## src/rtl/pipe_ctrl_pkg.sv

```systemverilog
// rtl/pipe_ctrl_pkg.sv - shared types and constants for the pipeline hazard scheduler
package pipe_ctrl_pkg;

    localparam int REG_AW = 5;
    localparam logic [REG_AW-1:0] X0 = 5'd0;

    typedef enum logic [1:0] {
        RUN  = 2'd0,
        WAIT = 2'd1,
        ERR  = 2'd2
    } sched_state_e;

    typedef struct packed {
        logic pc_write;
        logic if_id_write;
        logic if_id_flush;
        logic id_ex_noop;
        logic freeze;
    } pipe_ctrl_t;

    localparam pipe_ctrl_t CTRL_FROZEN = '{
        pc_write:    1'b0,
        if_id_write: 1'b0,
        if_id_flush: 1'b0,
        id_ex_noop:  1'b0,
        freeze:      1'b1
    };

    // Unfrozen pipeline controls: a load-use stall outranks a taken-branch flush.
    function automatic pipe_ctrl_t run_ctrl(input logic load_use, input logic branch_taken);
        pipe_ctrl_t c;
        c = '{
            pc_write:    1'b1,
            if_id_write: 1'b1,
            if_id_flush: 1'b0,
            id_ex_noop:  1'b0,
            freeze:      1'b0
        };
        if (load_use) begin
            c.pc_write    = 1'b0;
            c.if_id_write = 1'b0;
            c.id_ex_noop  = 1'b1;
        end else if (branch_taken) begin
            c.if_id_flush = 1'b1;
        end
        return c;
    endfunction

endpackage

```

## src/rtl/pipeline_hazard_scheduler_if.sv

```systemverilog
// rtl/pipeline_hazard_scheduler_if.sv - hazard inputs, memory handshake and pipeline controls
interface pipeline_hazard_scheduler_if #(
    parameter int CNT_W = 16
);
    import pipe_ctrl_pkg::*;

    logic [REG_AW-1:0] ID_RS1addr_i;
    logic [REG_AW-1:0] ID_RS2addr_i;
    logic [REG_AW-1:0] EX_RDaddr_i;
    logic              EX_MemRead_i;
    logic              ID_BranchTaken_i;
    logic              MEM_MemRead_i;
    logic              MEM_MemWrite_i;
    logic              mem_ack_i;
    logic              mem_req_o;
    logic              PCWrite_o;
    logic              IF_ID_Write_o;
    logic              IF_ID_Flush_o;
    logic              ID_EX_NoOp_o;
    logic              Freeze_o;
    logic              err_o;
    logic [CNT_W-1:0]  loaduse_cnt_o;
    logic [CNT_W-1:0]  memwait_cnt_o;

    modport master (
        output ID_RS1addr_i, ID_RS2addr_i, EX_RDaddr_i, EX_MemRead_i, ID_BranchTaken_i,
               MEM_MemRead_i, MEM_MemWrite_i, mem_ack_i,
        input  mem_req_o, PCWrite_o, IF_ID_Write_o, IF_ID_Flush_o, ID_EX_NoOp_o,
               Freeze_o, err_o, loaduse_cnt_o, memwait_cnt_o
    );

    modport slave (
        input  ID_RS1addr_i, ID_RS2addr_i, EX_RDaddr_i, EX_MemRead_i, ID_BranchTaken_i,
               MEM_MemRead_i, MEM_MemWrite_i, mem_ack_i,
        output mem_req_o, PCWrite_o, IF_ID_Write_o, IF_ID_Flush_o, ID_EX_NoOp_o,
               Freeze_o, err_o, loaduse_cnt_o, memwait_cnt_o
    );

endinterface

```

## src/rtl/load_use_compare.sv

```systemverilog
// rtl/load_use_compare.sv - combinational load-use hazard detect between EX and ID
module load_use_compare
    import pipe_ctrl_pkg::*;
(
    input  logic [REG_AW-1:0] ID_RS1addr_i,
    input  logic [REG_AW-1:0] ID_RS2addr_i,
    input  logic [REG_AW-1:0] EX_RDaddr_i,
    input  logic              EX_MemRead_i,
    output logic              load_use_o
);

    // x0 is hardwired to zero, so a load targeting it never creates a dependency.
    assign load_use_o = EX_MemRead_i
                      && (EX_RDaddr_i != X0)
                      && ((EX_RDaddr_i == ID_RS1addr_i) || (EX_RDaddr_i == ID_RS2addr_i));

endmodule

```

## src/rtl/pipeline_hazard_scheduler.sv

```systemverilog
// rtl/pipeline_hazard_scheduler.sv - stall/flush/freeze sequencer for the 5-stage pipeline
module pipeline_hazard_scheduler
    import pipe_ctrl_pkg::*;
#(
    parameter int TIMEOUT = 64,
    parameter int CNT_W   = 16
) (
    input  logic clk_i,
    input  logic rst_i,
    pipeline_hazard_scheduler_if.slave bus
);

    localparam int                WAIT_W    = (TIMEOUT > 1) ? $clog2(TIMEOUT) : 1;
    localparam logic [WAIT_W-1:0] WAIT_LAST = WAIT_W'(TIMEOUT - 1);
    localparam logic [CNT_W-1:0]  CNT_MAX   = '1;

    sched_state_e      state_q, state_d;
    logic              mem_req_q, mem_req_d;
    logic              err_q, err_d;
    logic [WAIT_W-1:0] wait_cnt_q, wait_cnt_d;
    logic [CNT_W-1:0]  loaduse_cnt_q;
    logic [CNT_W-1:0]  memwait_cnt_q;
    logic              load_use;
    logic              mem_access;
    pipe_ctrl_t        ctrl;

    load_use_compare u_load_use_compare (
        .ID_RS1addr_i (bus.ID_RS1addr_i),
        .ID_RS2addr_i (bus.ID_RS2addr_i),
        .EX_RDaddr_i  (bus.EX_RDaddr_i),
        .EX_MemRead_i (bus.EX_MemRead_i),
        .load_use_o   (load_use)
    );

    assign mem_access = bus.MEM_MemRead_i | bus.MEM_MemWrite_i;

    always_comb begin
        state_d    = state_q;
        mem_req_d  = mem_req_q;
        err_d      = err_q;
        wait_cnt_d = wait_cnt_q;
        ctrl       = run_ctrl(load_use, bus.ID_BranchTaken_i);
        case (state_q)
            RUN: begin
                // Freeze on detection so the access instruction stays parked in MEM.
                if (mem_access) begin
                    ctrl       = CTRL_FROZEN;
                    state_d    = WAIT;
                    mem_req_d  = 1'b1;
                    wait_cnt_d = '0;
                end
            end
            WAIT: begin
                // The ack cycle itself advances the pipeline; a new MEM occupant is judged next cycle.
                if (bus.mem_ack_i) begin
                    state_d   = RUN;
                    mem_req_d = 1'b0;
                end else begin
                    ctrl = CTRL_FROZEN;
                    if (wait_cnt_q == WAIT_LAST) begin
                        state_d   = ERR;
                        mem_req_d = 1'b0;
                        err_d     = 1'b1;
                    end else begin
                        wait_cnt_d = wait_cnt_q + WAIT_W'(1);
                    end
                end
            end
            ERR: begin
                ctrl      = CTRL_FROZEN;
                mem_req_d = 1'b0;
                err_d     = 1'b1;
            end
            default: begin
                state_d   = RUN;
                mem_req_d = 1'b0;
            end
        endcase
    end

    always_ff @(posedge clk_i or negedge rst_i) begin
        if (!rst_i) begin
            state_q    <= RUN;
            mem_req_q  <= 1'b0;
            err_q      <= 1'b0;
            wait_cnt_q <= '0;
        end else begin
            state_q    <= state_d;
            mem_req_q  <= mem_req_d;
            err_q      <= err_d;
            wait_cnt_q <= wait_cnt_d;
        end
    end

    // Performance counters stick at all-ones instead of wrapping.
    always_ff @(posedge clk_i or negedge rst_i) begin
        if (!rst_i) begin
            loaduse_cnt_q <= '0;
            memwait_cnt_q <= '0;
        end else begin
            if (ctrl.id_ex_noop && (loaduse_cnt_q != CNT_MAX)) begin
                loaduse_cnt_q <= loaduse_cnt_q + CNT_W'(1);
            end
            if (ctrl.freeze && (memwait_cnt_q != CNT_MAX)) begin
                memwait_cnt_q <= memwait_cnt_q + CNT_W'(1);
            end
        end
    end

    assign bus.mem_req_o     = mem_req_q;
    assign bus.err_o         = err_q;
    assign bus.PCWrite_o     = ctrl.pc_write;
    assign bus.IF_ID_Write_o = ctrl.if_id_write;
    assign bus.IF_ID_Flush_o = ctrl.if_id_flush;
    assign bus.ID_EX_NoOp_o  = ctrl.id_ex_noop;
    assign bus.Freeze_o      = ctrl.freeze;
    assign bus.loaduse_cnt_o = loaduse_cnt_q;
    assign bus.memwait_cnt_o = memwait_cnt_q;

endmodule

```

## src/flat_wrapper.sv

```systemverilog
// flat-port wrapper written by rule: the top's interface ports become plain ports
module pipeline_hazard_scheduler_flat import pipe_ctrl_pkg::*;
#(
    parameter int TIMEOUT = 64,
    parameter int CNT_W   = 16
)
  (clk_i, rst_i, bus_ID_RS1addr_i, bus_ID_RS2addr_i, bus_EX_RDaddr_i, bus_EX_MemRead_i, bus_ID_BranchTaken_i, bus_MEM_MemRead_i, bus_MEM_MemWrite_i, bus_mem_ack_i, bus_mem_req_o, bus_PCWrite_o, bus_IF_ID_Write_o, bus_IF_ID_Flush_o, bus_ID_EX_NoOp_o, bus_Freeze_o, bus_err_o, bus_loaduse_cnt_o, bus_memwait_cnt_o);
  pipeline_hazard_scheduler_if #(.CNT_W(CNT_W)) bus_i ();
  input  logic clk_i;
  input  logic rst_i;
  input wire logic [$bits(bus_i.ID_RS1addr_i)-1:0] bus_ID_RS1addr_i;
  input wire logic [$bits(bus_i.ID_RS2addr_i)-1:0] bus_ID_RS2addr_i;
  input wire logic [$bits(bus_i.EX_RDaddr_i)-1:0] bus_EX_RDaddr_i;
  input wire logic [$bits(bus_i.EX_MemRead_i)-1:0] bus_EX_MemRead_i;
  input wire logic [$bits(bus_i.ID_BranchTaken_i)-1:0] bus_ID_BranchTaken_i;
  input wire logic [$bits(bus_i.MEM_MemRead_i)-1:0] bus_MEM_MemRead_i;
  input wire logic [$bits(bus_i.MEM_MemWrite_i)-1:0] bus_MEM_MemWrite_i;
  input wire logic [$bits(bus_i.mem_ack_i)-1:0] bus_mem_ack_i;
  output wire logic [$bits(bus_i.mem_req_o)-1:0] bus_mem_req_o;
  output wire logic [$bits(bus_i.PCWrite_o)-1:0] bus_PCWrite_o;
  output wire logic [$bits(bus_i.IF_ID_Write_o)-1:0] bus_IF_ID_Write_o;
  output wire logic [$bits(bus_i.IF_ID_Flush_o)-1:0] bus_IF_ID_Flush_o;
  output wire logic [$bits(bus_i.ID_EX_NoOp_o)-1:0] bus_ID_EX_NoOp_o;
  output wire logic [$bits(bus_i.Freeze_o)-1:0] bus_Freeze_o;
  output wire logic [$bits(bus_i.err_o)-1:0] bus_err_o;
  output wire logic [$bits(bus_i.loaduse_cnt_o)-1:0] bus_loaduse_cnt_o;
  output wire logic [$bits(bus_i.memwait_cnt_o)-1:0] bus_memwait_cnt_o;
  assign bus_i.ID_RS1addr_i = bus_ID_RS1addr_i;
  assign bus_i.ID_RS2addr_i = bus_ID_RS2addr_i;
  assign bus_i.EX_RDaddr_i = bus_EX_RDaddr_i;
  assign bus_i.EX_MemRead_i = bus_EX_MemRead_i;
  assign bus_i.ID_BranchTaken_i = bus_ID_BranchTaken_i;
  assign bus_i.MEM_MemRead_i = bus_MEM_MemRead_i;
  assign bus_i.MEM_MemWrite_i = bus_MEM_MemWrite_i;
  assign bus_i.mem_ack_i = bus_mem_ack_i;
  assign bus_mem_req_o = bus_i.mem_req_o;
  assign bus_PCWrite_o = bus_i.PCWrite_o;
  assign bus_IF_ID_Write_o = bus_i.IF_ID_Write_o;
  assign bus_IF_ID_Flush_o = bus_i.IF_ID_Flush_o;
  assign bus_ID_EX_NoOp_o = bus_i.ID_EX_NoOp_o;
  assign bus_Freeze_o = bus_i.Freeze_o;
  assign bus_err_o = bus_i.err_o;
  assign bus_loaduse_cnt_o = bus_i.loaduse_cnt_o;
  assign bus_memwait_cnt_o = bus_i.memwait_cnt_o;
  pipeline_hazard_scheduler #(.TIMEOUT(TIMEOUT), .CNT_W(CNT_W)) u_core (.clk_i(clk_i), .rst_i(rst_i), .bus(bus_i));
endmodule
```

## config.mk

```make
export PLATFORM = sky130hd
export DESIGN_NAME = pipeline_hazard_scheduler_flat
export DESIGN_NICKNAME = d
export VERILOG_FILES = /design/src/rtl/pipe_ctrl_pkg.sv /design/src/rtl/pipeline_hazard_scheduler_if.sv /design/src/rtl/load_use_compare.sv /design/src/rtl/pipeline_hazard_scheduler.sv /design/src/flat_wrapper.sv
export SDC_FILE = /design/constraint.sdc
export NUM_CORES = 1
export LEC_CHECK = 0
export BUFFER_PORTS_ARGS = -buffer_cell sky130_fd_sc_hd__buf_2
export CAP_MARGIN = 10
export CORE_AREA = 4 4 100 83
export DETAILED_ROUTE_END_ITERATION = 12
export DIE_AREA = 0 0 104 87
export PLACE_DENSITY = 0.52
export SLEW_MARGIN = 20
export SYNTH_ARGS = -nofsm -noshare
export SYNTH_HDL_FRONTEND = slang
export SYNTH_SLANG_ARGS = --single-unit
```

## constraint.sdc

```tcl
create_clock -name clk_i -period 2.1 [get_ports clk_i]
set_input_delay 0.21 -clock clk_i [delete_from_list [all_inputs] [get_ports clk_i]]
set_output_delay 0.21 -clock clk_i [all_outputs]
set_load 0.1 [all_outputs]
```

; After elaboration in Yosys (flattened, before gate mapping)
; Cells that the tools add are included.
; W data, S select, Z words.
[totals]
reg_bits = 42
wordCells = 58
output_inout_bits = 39
inputBits = 22
[op_classes]
muxes = 22
eq_ne = 12
reduce_logical = 13
add_sub_neg = 3
bitwise_logic = 2
[ops]
columns = cell, count
row1 = $add A16 B1 Y16 const B, 2
row2 = $ne A16 B16 Y1 const B, 2
row3 = $mux W6, 3
row4 = $pmux W5 S3, 1
row5 = $pmux W6 S2, 1
row6 = $eq A5 B5 Y1, 2
row7 = $mux W5, 2
row8 = $mux W1, 8
row9 = $mux W2, 4
row10 = $add A6 B1 Y6 const B, 1
row11 = $eq A6 B6 Y1 const B, 1
row12 = $pmux W2 S3, 1
row13 = $reduce_and A3 Y1, 2
row14 = $reduce_bool A5 Y1, 1
row15 = $logic_and A1 B1 Y1, 4
row16 = $ne A2 B1 Y1 const B, 2
row17 = $ne A2 B2 Y1 const B, 2
row18 = $pmux W1 S2, 2
row19 = $reduce_and A4 Y1, 1
row20 = $reduce_bool A2 Y1, 2
row21 = $ne A3 B2 Y1 const B, 1
row22 = $eq A2 B1 Y1 const B, 1
row23 = $eq A2 B2 Y1 const B, 1
row24 = $logic_not A2 Y1, 1
row25 = other kinds (4), 4

; Longest topological paths before layout
; Gate-level depths: netlist (run 1).
[depth]
ltp_word = 7
depth_mapped = 8
depth_no_buf = 7

; Hierarchy
; A second synthesis (run 1) with hierarchy kept.
[hier_totals]
cells_unflattened = 217
hier_area_um2 = 2474.9
[modules_own_cells]
columns = mod, seq_area_each_um2, cells_each, n_inst, area_per_inst_um2
row1 = pipeline_hazard_scheduler, 1051.0, 200, 1, 2349.8
row2 = load_use_compare, 0.0, 17, 1, 125.1

; Worst setup path before layout (run 1)
; OpenSTA, ideal clock, no wires.
[synth_timing]
kind = register -> output
from = register u_core.state_q[1]
to = output port bus_IF_ID_Flush_o
required_time_ps = 1890
path_stages_with_launch = 5
arrival_ps = 2849
n_path_buf = 0
setup_slack_ps = -959
path_cell_list = dfrtp_1 nor3_1 o21ai_2 and2b_1 and2_1
[synth_via]
elab_chain_len = 2
elab_cells_between_ends = 4
cone_classes = eq/ne: 2 / mux: 1 / reduce/logical: 1
[synth_lines]
columns = element, line_no
row1 = start: declaration, pipeline_hazard_scheduler.sv:17  ; sched_state_e state_q, state_d;
row2 = start signal: assignment, pipeline_hazard_scheduler.sv:88  ; state_q <= state_d;
row3 = "$eq A2 B2 Y1, or another cell as far along", pipeline_hazard_scheduler.sv:43  ; case (state_q)
row4 = $pmux W5 S3 (*), pipeline_hazard_scheduler.sv:43
row5 = end: declaration, flat_wrapper.sv:22  ; output wire logic [$bits(bus_i.IF_ID_Flush_o)-1:0] bus_IF_ID_Flush_o;
; Mark *: on every way between the ends. The rest lies on a longest branch, timed or not.

; Worst setup path in the final report (run 1)
; Ends and elaborated chain as after synthesis.

==> metrics.txt, run 1 <==
cell family with most CP delay=simple AND/OR/NAND/NOR gates; critical path type=reg2out; crit-path cells=or3b_4 > o21ai_4 > buf_6 > and2b_4 > and2_4 > buf_12; TritonCTS clock tree=built; post-synthesis cell type count=39; CTS buffer count=5; Die X-Extent=about 100 um; Post-Route WL=about 4800 um; RR Endpoint=u_core.bus.loaduse_cnt_o[1]; num rows=28; RSZ-0062 raised after global routing=true; VDD IR max=between 0.6 and 0.7 mV; # nets final=309; worst reg-to-reg path cell count=7; status=finished clean; Starting Density=between 20% and 30%; htree depth=2; Post-Synth XOR/XNOR Area=roughly 17%; worst-path fanout max=6; Synth Cell Area=about 2100 um2; vias in the first global route=roughly 1.7k; GRT Resource Usage Total=~11%; LEAKAGE=between 1 and 1.5 nW; Synth Area in Simple Gates=22.33%; Critical Path Source Type=flop; period utilization=between 90 and 100%; Power per Cell Area=between 1000 and 1500 nW/um2; GR Overflow Total=0; largest family of logic cells by synthesized area=simple AND/OR/NAND/NOR gates; Via Count=1,725; Final Max Tran Viols=0; clk slew on worst S/H paths=80 ps; Antenna diodes=0; clock sink total=between 40 and 50; DR DRC count=0; Final setup viols=0; Worst Hold Class=in2reg; crit path max-delay cell type=or3b_4; Required @ worst endpoint=between 1500 and 2000 ps; ANT nets after route=0; dominant cell type by area after synthesis=dfrtp_1; DRT Pass-1 Iters=4; Yosys warnings=0; achievable frequency=0.4882 GHz; register area share after synthesis=between 40 and 50%; Synth area leaders=dfrtp_1, xnor2_1, xor2_1; global-route wire length before repair=approximately 8300 um; Synth Net Count=about 220; Synth top area share=49.50%; post-placement cell count=361; Reg-to-Reg Start=u_core.bus.loaduse_cnt_o[1]; flop2flop setup slack=roughly 70 ps; Final HPWL DP=roughly 3800 um; IO Port Bufs=60; Avg WL per Cell=roughly 13 um; largest net degree at the start of global routing=22; antenna violations before repair=0; drt initial violations=between 90 and 100; top cells by count, synth=dfrtp_1, xnor2_1, xor2_1; Clk Latency, worst-skew pair=a little under 300 ps; #FFs+latches synth=42; crit-path max cell delay=~420 ps; multiplexer share of the synthesized area=between 1.5 and 2%; Critical Path End Type=primary output; most frequent cell after synthesis=dfrtp_1; DIE AREA=about 9000 um2; Chip Height=~87 um; CTS max path bufs=2; WP data arrival=1840 ps; final hold violations=0; WP buf/inv=2; Adder-Cell Fraction of Synth Area=between 1.5 and 2%; area fraction in compound gates after synthesis=~5.9%; Via density=approximately 4.6; Max-slew headroom=67.08%; hold_sp=bus_MEM_MemRead_i; Max-Cap Viols=0; Root Buffer=clkbuf_8; Fin Clk Skew=roughly 5.2 ps; Post-Route Utilization=40.44%; layout cell share with drive strength beyond 1=47.72%; final period demand of the worst path=between 2000 and 2500 ps; Worst Max-Slew Pin Slew=slightly below 500 ps; Core Region=7287 um2; WHS Endpoint=u_core.bus.mem_req_o; Hold Path Depth=3; ys flop type=dfrtp_1; fin cells=around 380; gpl congestion=about 0.76; Syn Area/Cell=10.83 um2; area delta synth->final=38.77%; cells after synthesis=196; ys async rst share=100.0%; I/O pin count=61; EDFF count, synth=0
-- through the flow --
step / worst slack, ps / hold slack [ps] / cell area [um2] / setup TNS [ps] / total power [mW]
3_3_place_gp: 46.01 / 197.2 / 2811 / 0 / 2.471
6_report: 51.47 / 288.8 / 2947 / 0 / 2.984
5_1_grt: -29.41 / 282.4 / 2947 / -51.77 / 3.154
3_5_place_dp: 15.36 / 199.2 / 2811 / 0 / 2.486
4_1_cts: 1.413 / 277.6 / 2928 / 0 / 3.024
2_1_floorplan: -144.1 / -85.59 / 2208 / -1452 / 2.129
-- report_power, final --
part | switching [mW] | internal, mW
clock | 0.261 | 0.236
combinational | 1.04 | 0.378
sequential | 0.127 | 0.942
total | 1.43 | 1.56
-- tightest hold or removal path, stage by stage --
cell and delay, ps:
buf_2 100, nor3_1 50, o31ai_1 180
-- cell usage in the layout (no fill, tap or decap), types with 3 or more instances in the layout --
cell type / Yosys / final
clkbuf_8: 0 / 5
clkbuf_1: 0 / 3
dfrtp_2: 0 / 25
buf_12: 0 / 6
buf_4: 1 / 18
mux2_2: 3 / 3
xnor2_1: 22 / 22
dfrtp_1: 42 / 15
nand3_1: 15 / 13
and3_1: 10 / 9
nand2_1: 17 / 17
nor3_1: 6 / 6
buf_2: 0 / 56
nor2_1: 14 / 13
xor2_1: 20 / 20
nand4_1: 8 / 8
inv_1: 3 / 3
-- kinds of logic (layout without fill, tap and decap cells) --
| group | Yosys count | after routing |
|---|---|---|
| AND/OR/NAND/NOR | 87 | 87 |
| XOR/XNOR | 42 | 42 |
| flip-flops | 42 | 42 |
| AO/OA/AOI/OAI | 13 | 13 |
| buffers and inverters | 6 | 95 |
| adder cells (fa/ha/maj) | 3 | 3 |
| multiplexers | 3 | 3 |
-- state kept, by name, indices dropped and copies added (netlist names) --
register                  count
u_core.bus.loaduse_cnt_o     16
u_core.bus.memwait_cnt_o     16
u_core.wait_cnt_q             6
u_core.bus.err_o              1
u_core.bus.mem_req_o          1
u_core.state_q                2
-- routing by layer --
metal / track usage (%) / up-vias / share of wire (%)
li1: - / 853 / -
met1: 15.79 / 828 / 49
met2: 16.93 / 36 / 45
met3: 3.632 / 8 / 5.1
met4: 3.623 / 0 / 1.2
met5: 0 / - / 0
-- how the worst max path moves through the flow --
| stage | from | end | slack [ps] | cells after the start |
|---|---|---|---|---|
| 2_1_floorplan | u_core.bus.loaduse_cnt_o[1] | u_core.bus.loaduse_cnt_o[13] | -140 | 8 |
| 3_3_place_gp | u_core.bus.loaduse_cnt_o[1] | u_core.bus.loaduse_cnt_o[1] | 50 | 7 |
| 3_5_place_dp | u_core.bus.loaduse_cnt_o[1] | u_core.bus.loaduse_cnt_o[1] | 20 | 7 |
| 4_1_cts | u_core.bus.loaduse_cnt_o[1] | u_core.bus.loaduse_cnt_o[1] | 1 | 7 |
| 5_1_grt | u_core.state_q[1] | bus_IF_ID_Flush_o | -30 | 6 |
| 6_report | u_core.state_q[1] | bus_IF_ID_Flush_o | 50 | 6 |
-- final cells by class --
type / count / area [um2]
Fill cell: 725 / 4340
Sequential cell: 42 / 1090
Multi-Input combinational cell: 148 / 1081
Timing Repair Buffer: 83 / 568.0
Tap cell: 90 / 112.6
Clock buffer: 8 / 80.08
Inverter: 4 / 15.01
-- repair_timing --
action,CTS,global route
hold buffers,1,0
endpoints found under the setup margin,4,8
gates resized for setup,1,1
buffers inserted,3,2
endpoints found under the hold margin,19,0
pin swaps,1,4
(Power assumes the default switching activity.)
==> inputs of run 2 (changes only) <==
CORE_AREA = 4 4 107 89   (was 4 4 100 83)
DIE_AREA = 0 0 111 93   (was 0 0 104 87)
PLACE_DENSITY = 0.51   (was 0.52)
SYNTH_HIERARCHICAL = 1   (was not set)
==> metrics.txt, run 2 <==
Worst Max-Slew Pin Slew=550.4 ps; post-placement cell count=between 300 and 400; Antenna diodes=0; achievable frequency=0.4785 GHz; Final HPWL DP=4332 um; Core Region=about 8400 um2; layout cell share with drive strength beyond 1=approximately half; Root Buffer=clkbuf_8; Worst Hold Class=in2async; fin cells=between 400 and 500; Reg-to-Reg Start=u_core/bus.memwait_cnt_o[0]; IO Port Bufs=60; most frequent cells in the layout=buf_2, dfrtp_2, xor2_1; area delta synth->final=30.49%; CTS buffer count=5; global-route wire length before repair=between 9000 and 10,000 um; CP startpoint=u_core/state_q[1]; clk slew on worst S/H paths=about 90 ps; Final Max Tran Viols=0; Max-slew headroom=a little over three fifths; Post-Synth XOR/XNOR Area=13.45%; Via Count=roughly 1.9k; Synth top area share=42.47%; pre-CTS setup slack=~60 ps; multiplexer share of the synthesized area=between 2 and 3%; Synth Cell Area=between 2000 and 2500 um2; vias in the first global route=~1.9k; crit-path cells=or4_4 > nand2_8 > inv_12 > nor2_4 > and2_4 > buf_12; final period demand of the worst path=2090 ps; commonest non-fill, non-tap cell in the layout=buf_2; top cells by count, synth=dfrtp_1, xor2_1, nand3_1; DIE AREA=10,320 um2; critical path type=reg2out; Max-Cap Viols=0; post-synthesis cell type count=62; clock sink total=42; Power per Cell Area=1040 nW/um2; RSZ-0062 raised after global routing=true; largest net degree at the start of global routing=between 40 and 50; Post-Route WL=roughly 5800 um; htree depth=2; DR DRC count=0; worst-path fanout max=5; Critical Path Source Type=flop; Syn Area/Cell=11.40 um2; GRT Resource Usage Total=a little under an eighth; GR Overflow Total=0; failing checks=negative hold slack; Critical Path End Type=primary output; LEAKAGE=1.493 nW; antenna violations before repair=0; dominant cell type by area after synthesis=dfrtp_1; WP data arrival=1880 ps; Via density=4.752; Avg WL per Cell=14.26 um; drt initial violations=approximately 120; Clock Power Share=between 20% and 30%; Synth area leaders=dfrtp_1, xor2_1, xnor2_1; Fin Clk Skew=8.741 ps; cells after synthesis=217; #FFs+latches synth=between 40 and 50; crit path max-delay cell type=or4_4; status=complete, but fails checks; area fraction in compound gates after synthesis=11.78%; DRT Pass-1 Iters=4; VDD IR max=between 0.7 and 0.8 mV; Starting Density=29.57%; Required @ worst endpoint=1890 ps; num rows=30; final hold violations=34; Clk Latency, worst-skew pair=roughly 290 ps; I/O pin count=61; most frequent cell after synthesis=dfrtp_1; CTS max path bufs=2; switch share=between 40% and 50%; EDFF count, synth=0; largest family of logic cells by synthesized area=simple AND/OR/NAND/NOR gates; combinational fraction of design power=roughly 44%; # nets final=approximately 320; internal power of the cells=around 1.8 mW; Adder-Cell Fraction of Synth Area=under 10%; Synth Area in Simple Gates=between 20% and 30%; setup TNS=0 ps; register area share after synthesis=between 40% and 50%; ys flop type=dfrtp_1; ANT nets after route=0; Synth Net Count=~240; crit-path max cell delay=about 570 ps; TritonCTS clock tree=built; Yosys warnings=6; ys async rst share=between 90% and 100%; Final setup viols=0; Chip Height=just over 90 um; Die X-Extent=approximately 110 um; Worst Setup Slack, final=9.944 ps; Sequential Power Share=33.4%; hold_ws=-26.04 ps; gpl congestion=between 0.7 and 0.8; switching pwr=between 1.5 and 2 mW; period utilization=99.53%
run 2: logic make-up (layout without fill, tap and decap cells):
kind of cell | Yosys count | after routing
xor+xnor | 38 | 38
compound gates | 30 | 30
flops | 42 | 42
fa+ha+maj | 3 | 3
simple gates | 88 | 88
mux | 5 | 5
buf+inv | 11 | 86
run 2: path summary, 6_finish.rpt:
check | cells after the start | slack, ps | endpoint
worst max-delay path | 6 | 10 | bus_IF_ID_Flush_o
worst min-delay path | 2 | -30 | u_core/bus.loaduse_cnt_o[7]
worst max register to register | 5 | 190 | u_core/bus.memwait_cnt_o[1]
worst min register to register | 1 | 470 | u_core/bus.err_o
max in group asynchronous | 2 | 1710 | u_core/state_q[1]
min in group clk_i | 3 | 340 | u_core/bus.mem_req_o
run 2: per-layer routing:
layer	GRT usage, %	routed length (um)	up-vias
li1	-	-	942
met3	3.105	247	7
met2	16.67	2489	39
met1	16.62	2957	932
met4	2.462	68	0
met5	0	0	-
run 2: worst max-delay path: cells and delay by family (launching register included):
family	cells	cell delay (ps)
AND/OR/NAND/NOR	4	940
flip-flops	1	450
buffers and inverters	2	200
run 2: metrics by stage:
step                      hold WS, ps  power, mW  area [um2]  util, %
after floorplan                -85.59      2.274        2547        -
after global placement          327.8      2.573        3040    36.32
after detailed placement        331.8      2.585        3040    36.32
after CTS                       1.628      3.387        3217    38.43
after global routing            32.92      3.520        3229    38.58
final                          -26.04      3.360        3229    38.58
run 2: power groups by stage:
stage	sequential, mW	clock [mW]	combinational (mW)
after detailed placement	1.14	0	1.45
after global routing	1.15	0.836	1.53
after CTS	1.12	0.800	1.47
after floorplan	1.78	0	0.495
after global placement	1.13	0	1.44
final	1.12	0.777	1.46
run 2: final cells by class:
cell class / count / area (um2)
multi-input cells: 164 / 1373
well taps: 112 / 140.1
fillers: 830 / 5141
repair buffers: 72 / 454.2
flip-flops and latches: 42 / 1090
clock inverters: 3 / 68.82
clock buffers: 5 / 68.82
inverters: 6 / 35.03
run 2: what timing repair did:
action,4_1_cts,5_1_grt
buffers inserted,5,1
pin swaps,3,0
resized for setup,1,2
setup endpoints to repair,4,5
hold buffers,0,0
==> inputs of run 3 (changes only) <==
CORE_AREA = 5 5 108 90   (was 4 4 107 89)
CTS_BUF_LIST = sky130_fd_sc_hd__clkbuf_4 sky130_fd_sc_hd__clkbuf_8 sky130_fd_sc_hd__clkbuf_16   (was not set)
DIE_AREA = 0 0 113 95   (was 0 0 111 93)
==> metrics.txt, run 3 (same netlist as run 2, synthesis figures left out) <==
CTS buffer count=5; Worst Max-Slew Pin Slew=512.2 ps; TritonCTS clock tree=built; DRT Pass-1 Iters=4; Critical Path End Type=primary output; critical path type=reg2out; Worst Hold Class=in2async; clk slew on worst S/H paths=approximately 80 ps; most frequent cells in the layout=buf_2, dfrtp_2, xor2_1; Power per Cell Area=approximately 1000 nW/um2; final period demand of the worst path=2068 ps; Via density=4.706; Critical Path Source Type=flop; post-placement cell count=395; fin cells=between 400 and 500; Avg WL per Cell=around 15 um; I/O pin count=61; Chip Height=about 95 um; Final HPWL DP=4545 um; # nets final=about 320; Antenna diodes=0; Core Region=8650 um2; final hold violations=0; htree depth=2; LEAKAGE=around 1.5 nW; RSZ-0062 raised after global routing=true; Via Count=about 1.9k; Post-Route Utilization=37.38%; GR Overflow Total=0; DIE AREA=10,740 um2; largest net degree at the start of global routing=17; flop2flop setup slack=~200 ps; vias in the first global route=approximately 1.8k; Max-slew headroom=65.59%; VDD IR max=around 1.2 mV; worst-path fanout max=5; antenna violations before repair=0; IO Port Bufs=60; crit path max-delay cell type=or4_4; gpl congestion=about 0.77; crit-path max cell delay=between 500 and 600 ps; global-route wire length before repair=slightly above 9000 um; Final Max Tran Viols=0; ANT nets after route=0; period utilization=a little over nine tenths; crit-path cells=or4_4 > nand2_8 > inv_12 > nor2_4 > and2_4 > buf_12; Fin Clk Skew=about 12 ps; status=finished clean; achievable frequency=0.4836 GHz; Max-Cap Viols=0; DR DRC count=0; Root Buffer=clkbuf_8; commonest non-fill, non-tap cell in the layout=buf_2; Post-Route WL=a little under 6000 um; drt initial violations=between 100 and 150; layout cell share with drive strength beyond 1=roughly 49%; clock sink total=between 40 and 50; Die X-Extent=roughly 110 um; num rows=31; area delta synth->final=30.64%; WP data arrival=1860 ps; CTS max path bufs=2; GRT Resource Usage Total=a little over a tenth; Required @ worst endpoint=roughly 1900 ps; Starting Density=28.61%; Clk Latency, worst-skew pair=roughly 290 ps; Final setup viols=0
## run 3: cell types whose count changed in the layout (fill, tap and decap cells not counted), sizes merged
cell         change
clkbuf           +2
bufinv           -1
clkinv           -1
dlygate4sd3      +1
## run 3: timing repair
action	in CTS	in global routing
pin swaps	1	0
setup endpoints to repair	3	4
hold buffers	1	0
resized for setup	1	1
endpoints found under the hold margin	12	0
setup buffers	3	1
gates cloned	0	0
## run 3: worst paths after layout
kind                                             start                           end  cells after the start
setup / recovery                     u_core/state_q[1]             bus_IF_ID_Flush_o                      6
hold / removal                                   rst_i  u_core/bus.loaduse_cnt_o[10]                      2
setup reg to reg           u_core/bus.memwait_cnt_o[1]   u_core/bus.memwait_cnt_o[1]                      5
hold reg to reg                       u_core/bus.err_o              u_core/bus.err_o                      1
max in group asynchronous                        rst_i             u_core/state_q[1]                      3
min in group clk_i                   bus_MEM_MemRead_i          u_core/bus.mem_req_o                      3
## run 3: layer usage
metal / wire, um / track usage, % / vias to the layer above
met3: 226 / 2.755 / 4
li1: - / - / 938
met5: 0 / 0 / -
met2: 2599 / 15.83 / 42
met1: 3079 / 15.96 / 936
met4: 35 / 2.703 / 0
## run 3: cell type report
cell class	instances	area (um2)
timing repair buffer	73	473.0
tap	115	143.9
fill	864	5416
clock inverter	1	30.03
inverter	6	35.03
multi-input combinational	164	1379
clock buffer	7	83.83
sequential	42	1089
## run 3: power breakdown
group          leakage (nW)  internal [mW]  total, mW  switching, mW
Clock                0.0593          0.382      0.660          0.277
Combinational         0.926          0.360       1.45           1.09
Sequential            0.508          0.956       1.13          0.172
Total                  1.49           1.70       3.24           1.54
## run 3: critical path: cells and delay by family, from the launching register on
family	cells	cell delay (ps)
buffers and inverters	2	200
AND/OR/NAND/NOR	4	920
flip-flops	1	450
## run 3: stage by stage
stage                     hold WS, ps  TNS, ps  power [mW]  setup WS (ps)  instance area (um2)
after floorplan                -85.59   -616.7       2.274         -320.5                 2547
after global placement          128.2        0       2.580          143.1                 3072
after detailed placement        140.0        0       2.585          117.7                 3072
after CTS                       326.9        0       3.268          4.378                 3219
after global routing            367.7   -80.27       3.391         -27.31                 3233
final                           340.5        0       3.242          32.11                 3233
